===== config.mk =====
export PLATFORM = sky130hd
export DESIGN_NAME = hazard_fwd_unit
export DESIGN_NICKNAME = d
export VERILOG_FILES = /design/src/rtl/hazard_fwd_unit.sv
export SDC_FILE = /design/constraint.sdc
export NUM_CORES = 1
export LEC_CHECK = 0
export CORE_MARGIN = 1.5
export CORE_UTILIZATION = 40
export CTS_CLUSTER_DIAMETER = 50
export DETAILED_ROUTE_END_ITERATION = 8
export PLACE_DENSITY = 0.69
export SLEW_MARGIN = 20
export SYNTH_ARGS = -nofsm -noshare
export SYNTH_HDL_FRONTEND = slang
export SYNTH_SLANG_ARGS = --single-unit

===== constraint.sdc =====
create_clock -name clk -period 2.42 [get_ports clk]
set_clock_uncertainty 0.05 [all_clocks]
set_input_delay 0.363 -clock clk [delete_from_list [all_inputs] [get_ports clk]]
set_output_delay 0.363 -clock clk [all_outputs]
set_load 0.005 [all_outputs]

===== src/rtl/hazard_fwd_unit.sv =====
// hazard_fwd_unit: hazard detection and operand forwarding for the pipeline.
// Tracks destinations in flight (EX..WB) in its own table and produces
// per-read-port forward selects, the load-use stall, and the IF/ID and
// ID/EX flushes.
// Optional build macro HAZ_PERF_EN adds saturating 16-bit counters for
// stall cycles, branch flush cycles and forwarding cycles.
module hazard_fwd_unit #(
  parameter int AW       = 3,
  parameter int NRP      = 2,
  parameter int NSTG     = 3,
  parameter int LOAD_STG = 1,
  parameter int R0_ZERO  = 1,
  localparam int FSW     = $clog2(NSTG+1)
) (
  input  logic                 clk,
  input  logic                 rst,
  input  logic                 id_valid,
  input  logic [NRP-1:0]       id_rd_en,
  input  logic [NRP*AW-1:0]    id_ra,
  input  logic                 id_we,
  input  logic [AW-1:0]        id_wa,
  input  logic                 id_load,
  input  logic                 br_taken,
  output logic [NRP*FSW-1:0]   fwd_sel,
  output logic                 stall,
  output logic                 flush_d,
  output logic                 flush_e,
  output logic [NSTG-1:0]      stg_valid
`ifdef HAZ_PERF_EN
  ,
  output logic [15:0]          perf_stall,
  output logic [15:0]          perf_flush,
  output logic [15:0]          perf_fwd
`endif
);

  // In-flight table; index 0 is EX, NSTG-1 is WB.
  logic [NSTG-1:0]         ent_v, ent_we, ent_ld;
  logic [NSTG-1:0][AW-1:0] ent_wa;
  logic [NRP-1:0]          haz;

  for (genvar p = 0; p < NRP; p++) begin : g_port
    logic [AW-1:0]   ra;
    logic [NSTG-1:0] hit;
    logic [FSW-1:0]  sel;
    logic            lu;

    assign ra = id_ra[p*AW +: AW];

    // Per-stage match of this port's source against tracked destinations.
    always_comb begin
      hit = '0;
      for (int k = 0; k < NSTG; k++)
        hit[k] = id_rd_en[p] & ent_v[k] & ent_we[k] & (ent_wa[k] == ra) &
                 !((R0_ZERO != 0) && (ra == '0));
    end

    // Scan oldest to youngest so the youngest match overwrites the rest;
    // a too-young load blocks any older match and flags load-use.
    always_comb begin
      sel = '0;
      lu  = 1'b0;
      for (int k = NSTG-1; k >= 0; k--) begin
        if (hit[k]) begin
          if (ent_ld[k] && (k < LOAD_STG)) begin
            lu  = 1'b1;
            sel = '0;
          end else begin
            lu  = 1'b0;
            sel = FSW'(k+1);
          end
        end
      end
    end

    assign fwd_sel[p*FSW +: FSW] = sel;
    assign haz[p]                = lu;
  end

  // A taken branch squashes the decode instruction, so its hazard is moot.
  assign stall     = id_valid & (|haz) & ~br_taken;
  assign flush_e   = stall | br_taken;
  assign flush_d   = br_taken;
  assign stg_valid = ent_v;

  // Table always advances; EX gets a bubble on stall or taken branch.
  always_ff @(posedge clk or negedge rst) begin
    if (!rst) begin
      ent_v  <= '0;
      ent_we <= '0;
      ent_ld <= '0;
      ent_wa <= '0;
    end else begin
      for (int k = NSTG-1; k >= 1; k--) begin
        ent_v[k]  <= ent_v[k-1];
        ent_we[k] <= ent_we[k-1];
        ent_ld[k] <= ent_ld[k-1];
        ent_wa[k] <= ent_wa[k-1];
      end
      if (br_taken || stall) begin
        ent_v[0]  <= 1'b0;
        ent_we[0] <= 1'b0;
        ent_ld[0] <= 1'b0;
        ent_wa[0] <= '0;
      end else begin
        ent_v[0]  <= id_valid;
        ent_we[0] <= id_we;
        ent_ld[0] <= id_load;
        ent_wa[0] <= id_wa;
      end
    end
  end

`ifdef HAZ_PERF_EN
  // Saturating event counters.
  always_ff @(posedge clk or negedge rst) begin
    if (!rst) begin
      perf_stall <= '0;
      perf_flush <= '0;
      perf_fwd   <= '0;
    end else begin
      if (stall && perf_stall != 16'hFFFF)              perf_stall <= perf_stall + 16'd1;
      if (br_taken && perf_flush != 16'hFFFF)           perf_flush <= perf_flush + 16'd1;
      if ((|fwd_sel) && perf_fwd != 16'hFFFF)           perf_fwd   <= perf_fwd + 16'd1;
    end
  end
`endif

endmodule

; After elaboration in Yosys (flattened, before gate mapping)
; Cells that the tools add are included.
[word_totals]
input_bits = 17
regBits = 16
wordCells = 60
output_inout_bits = 10
[classes]
eq_ne = 6
n_mux = 14
n_reduce_logical = 6
bitwise = 28
[ops]
columns = op, n
row1 = $and 1x1->1, 26
row2 = $eq 3x3->1, 6
row3 = $mux 2, 6
row4 = $mux 1, 7
row5 = $logic_not 3->1, 2
row6 = $mux 3, 1
row7 = $logic_not 1->1, 2
row8 = $reduce_or 2->1, 1
row9 = $logic_or 1x1->1, 1
row10 = $not 1->1, 1
row11 = $or 1x1->1, 1

; Logic depth before layout (Yosys ltp)
[depth]
depth_word = 10
mapped_depth = 6
ltp_nobuf = 5

; Least setup slack after synthesis
; OpenSTA, ideal clock, no wires.
[synth_path]
path_kind = input to output
start = input port id_ra[1]
end = output port flush_e
path_stages = 6
path_buffers = 1
setup_slack_ns = 0.393
required_time_ns = 2.007
arrival_ns = 1.614
path_cell_list = buf_6 > or3b_1 > a211oi_2 > o2111ai_2 > a21oi_4 > or2_1
[synth_between]
elab_chain_len = 8
word_cells_on_any_way = 10
cone_classes = eq/ne: 1 / mux: 1 / bitwise: 5 / reduce/logical: 3
[synth_rtl]
columns = element, line
row1 = "start, declared", 19  ; input logic [NRP*AW-1:0] id_ra,
row2 = $eq 3x3->1 or $logic_not 3->1 (tied branches), "54, 55"
row3 = $and 1x1->1 or $logic_not 1->1 (tied branches), "54, 55"
row4 = $and 1x1->1 *, 54  ; hit[k] = id_rd_en[p] & ent_v[k] & ent_we[k] & (ent_wa[k] == ra) &
row5 = $mux 1 *, 64  ; if (hit[k]) begin
row6 = $reduce_or 2->1 *, 81  ; assign stall = id_valid & (|haz) & ~br_taken;
row7 = $and 1x1->1 * (2 in series), 81
row8 = $or 1x1->1 *, 82  ; assign flush_e = stall | br_taken;
row9 = "end, declared", 27  ; output logic flush_e,
; Mark *: on every way between the ends. The rest lies on a longest branch, timed or not.

; Final worst setup path
[layout_path]
start = register ent_wa[1] (netlist bit)
end = output port fwd_sel[0]
[layout_between]
elab_chain_len = 4
[layout_rtl]
columns = element, line
row1 = "start, declared", 39  ; logic [NSTG-1:0][AW-1:0] ent_wa;
row2 = "start signal, assigned by index", 98  ; ent_wa[k] <= ent_wa[k-1];
row3 = $eq 3x3->1, 54
row4 = $and 1x1->1 (2 in series), 54
row5 = $mux 2, 64
row6 = "end, declared", 24  ; output logic [NRP*FSW-1:0] fwd_sel,
; Every way passes these cells.

==> results <==
- Data on the critical path is required at its endpoint by 2.01 ns.
- The TritonCTS sink count is 16.
- In this design, the stage delay of the slowest critical-path cell is 0.41 ns.
- The number of antenna violations at the first check in global routing is 0.
- The startpoint identified for the worst register-to-register timing path is ent_wa[1].
- A synthesized cell averages around 11 sq um.
- Across every metal layer, demand over resource in global routing totals 23.3%.
- The detailed router used layers up to and including met4.
- The checks that failed: setup timing.
- The number of nets at the end of the flow is between 150 and 200.
- The worst setup path is launched from a flop.
- The total count of hold-check failures in the final report is 0.
- TritonCTS built the clock tree.
- For this run the aggregate overflow at the end of global routing stands at 0.
- The clock latency of the later-clocked register in the worst-skew pair is 0.29 ns.
- The area added between synthesis and finish is 57.8%.
- The count of cells along the worst hold path is 0.
- The buffer depth of the longest clock path is 2.
- The met1 layer wirelength in the final routing is 1.13 mm.
- Once routing completed, OpenROAD measured the worst setup slack at -0.0190 ns.
- The count of pins over their slew limit is 0.
- Summing every instance area after synthesis gives about 930 sq um.
- The post-layout minimum cycle time is 2.44 ns.
- The worst register-to-register path ends at stg_valid[0].
- The row count is 17.
- The root buffer cell chosen for the clock tree is clkbuf_4.
- The data arrival time at the worst-slack endpoint is 2.03 ns.
- The count of filler cells inserted in the layout is 175.
- Among all stages on the critical path, the largest delay is contributed by dfrtp_1.
- The share of post-route cells with drive strength above 1 is between 30 and 40%.
- The count of buffers added on input and output ports is 26.
- The library cells used most frequently in the layout, excluding fill and tap cells, are 15 x dfrtp_1, 15 x clkdlybuf4s50_1, 13 x buf_4.
- Entering global routing, the biggest net connects 17 pins.
- The critical setup path kind is flop to output port.
- Setup slack on the worst reg-to-reg path comes out at 0.19 ns.
- The startpoint of the worst hold path is ent_we[0].
- The max-cap check violation count is 0.
- The destination of the worst hold path is ent_we[1].
- The worst setup path startpoint is ent_wa[1].
- The number of detailed-route iterations in the first pass is 4.
- Counting distinct cell types in the post-synthesis netlist gives 24.
- The first global-routing pass estimated roughly 4.3 mm of wire.
- The horizontal die dimension is 51.2 microns.
- The top-level port count is 27.
- The starting density of the core is 42.4%.
- For this design the ratio of total power to cell area is 410 mW/mm^2.
- 0 antenna diodes ended up in the layout.
- The number of buffers added by the clock tree synthesis step is 3.
- Of all nets on the critical path, the largest fanout is 5.
- After layout, the design draws a total of 601 uW.
- The sequential area share after synthesis is 43.1%.
- Routability-driven placement finished with a final weighted congestion of 0.770.
- Counting flops and latches in the post-synthesis netlist gives 16.
- The cell leakage power is ~0.00062 uW.
- The ratio of final minimum period to clock period is 101%.
- The routed layout has 863 vias.
- After legalization and detailed placement, the total HPWL measured 1.66 mm.
- Traced cell by cell, the critical path runs through or3b_1, a211oi_2, o2111ai_4, nor2b_1, o2bb2ai_1, buf_2.
- At the pin with the least slew margin, the transition time is 0.722 ns.
- For this run, the top clock speed supported by timing is 0.410 GHz.
- The number of DRC markers in iteration 0 is 20.
- The height of the die is 51.2 microns.
- The depth of the worst register-to-register path is 13.
- The synthesized instance count is 85.
- The floorplan step defined a core boundary enclosing 0.00219 sq mm.
- The total number of yosys warnings is 0.
- The setup TNS is -0.0315 ns.
- The total length of routed wires is 2.58 mm.
- The wire length on met2 is 1.28 mm.
- Across all hold checks on the routed design, the worst slack comes to ~0.32 ns.
- The final setup violation count is 3.
- In the routed layout, each cell is associated on average with a via count of 5.36.
- Synthesis produced a netlist with a net count of approximately 100.
- The run finished, with violations left.
- The remaining max-slew budget at the tightest pin is 51.7%.
- The maximum resistive drop on vdd is between 200 and 300 uV.
- The path class of the tightest hold or removal check is flop to flop.
- The routed length on met3 is ~120 microns.
- The count of nets left with antenna violations after detail routing is 0.
- The die covers about 0.0026 sq mm.
- The detailed-route DRC error count is 0.
- The endpoint type of the worst setup path is an output port.
- The number of global-route vias before repair is 891.
- The CTS clock-pin slew for the worst setup and hold paths is approximately 0.10 ns.
- In the final routed layout, each cell accounts on average for 16.0 microns.
- Setup repair after global routing could not meet its margin everywhere.
- In this run the number of H-tree levels came out at 1.
## Yosys cell counts
cell type | number | area (sq um)
dfrtp_1 | 16 | 400
xnor2_1 | 12 | 105
nor3b_1 | 7 | 52.6
and3_1 | 6 | 37.5
nand2_1 | 6 | 22.5
nand3_1 | 4 | 20.0
or3b_1 | 4 | 35.0
a21oi_1 | 3 | 15.0
a211oi_1 | 2 | 15.0
a211oi_2 | 2 | 25.0
a21boi_1 | 2 | 15.0
and2_0 | 2 | 12.5
buf_4 | 2 | 15.0
buf_6 | 2 | 22.5
nor2b_1 | 2 | 12.5
o2111ai_1 | 2 | 17.5
o2111ai_2 | 2 | 30.0
o2bb2ai_1 | 2 | 17.5
o31ai_1 | 2 | 15.0
a21oi_4 | 1 | 16.3
and4b_1 | 1 | 10.0
clkbuf_1 | 1 | 3.75
nand2b_1 | 1 | 6.26
or2_1 | 1 | 6.26
## routing by layer
layer  vias to the layer above  global-route usage [%]
met5                         -                       0
met4                         0                    9.46
met3                         6                    4.09
met2                        32                    39.6
li1                        406                       -
met1                       419                    28.9
## state kept, by name (all words and copies together) (netlist names)
signal     cells
ent_ld         1
ent_wa         9
ent_we         3
stg_valid      3
## how the worst max path moves through the flow
stage / endpoint / slack (ns) / cells after the start
finish: fwd_sel[0] / -0.02 / 6
global route: flush_e / -0.11 / 7
CTS: flush_e / -0.03 / 7
detailed placement: flush_e / -0.53 / 7
global placement: stall / -0.53 / 7
floorplan: flush_e / 0.39 / 6
## power breakdown
group / internal, uW / switching [uW] / total, uW
clock network: 91.7 / 90.7 / 182
registers: 281 / 12.0 / 293
logic: 71.2 / 54.6 / 126
## layout make-up
cell class / instances / area [sq um] / share of cell area [%]
Tap cell: 28 / 35.0 / 2.39
Clock buffer: 4 / 36.3 / 2.48
Multi-Input combinational cell: 64 / 553 / 37.7
Sequential cell: 16 / 402 / 27.4
Timing Repair Buffer: 49 / 439 / 30.0
## worst max-delay path: cells and delay by family (launching register included)
family                 cells  cell delay [ns]
AO/OA/AOI/OAI              3             0.61
flip-flops                 1             0.41
AND/OR/NAND/NOR            2             0.57
buffers and inverters      1             0.14
## cells by family (layout without fill, tap and decap cells)
group | count (synthesis) | count (layout) | share of synthesized area, %
buffers and inverters | 5 | 53 | 4.45
AO/OA/AOI/OAI | 18 | 18 | 17.9
flip-flops | 16 | 16 | 43.1
XOR/XNOR | 12 | 12 | 11.3
AND/OR/NAND/NOR | 34 | 34 | 23.2
## what timing repair did
item,in CTS,in global routing
resized for setup,40,9
hold buffers,0,0
pin swaps,15,8
endpoints found under the setup margin,6,7
setup buffers,14,0
## per-stage QoR
stage | cell area, sq um | utilization [%] | worst slack [ns] | instances
floorplan | 928 | - | 0.393 | 85
global placement | 1280 | 58.4 | -0.527 | 147
detailed placement | 1280 | 58.4 | -0.531 | 147
CTS | 1450 | 66.0 | -0.0317 | 163
global route | 1470 | 66.9 | -0.105 | 161
finish | 1470 | 66.9 | -0.0190 | 161
Note: power is estimated with default switching activity, not from simulation.
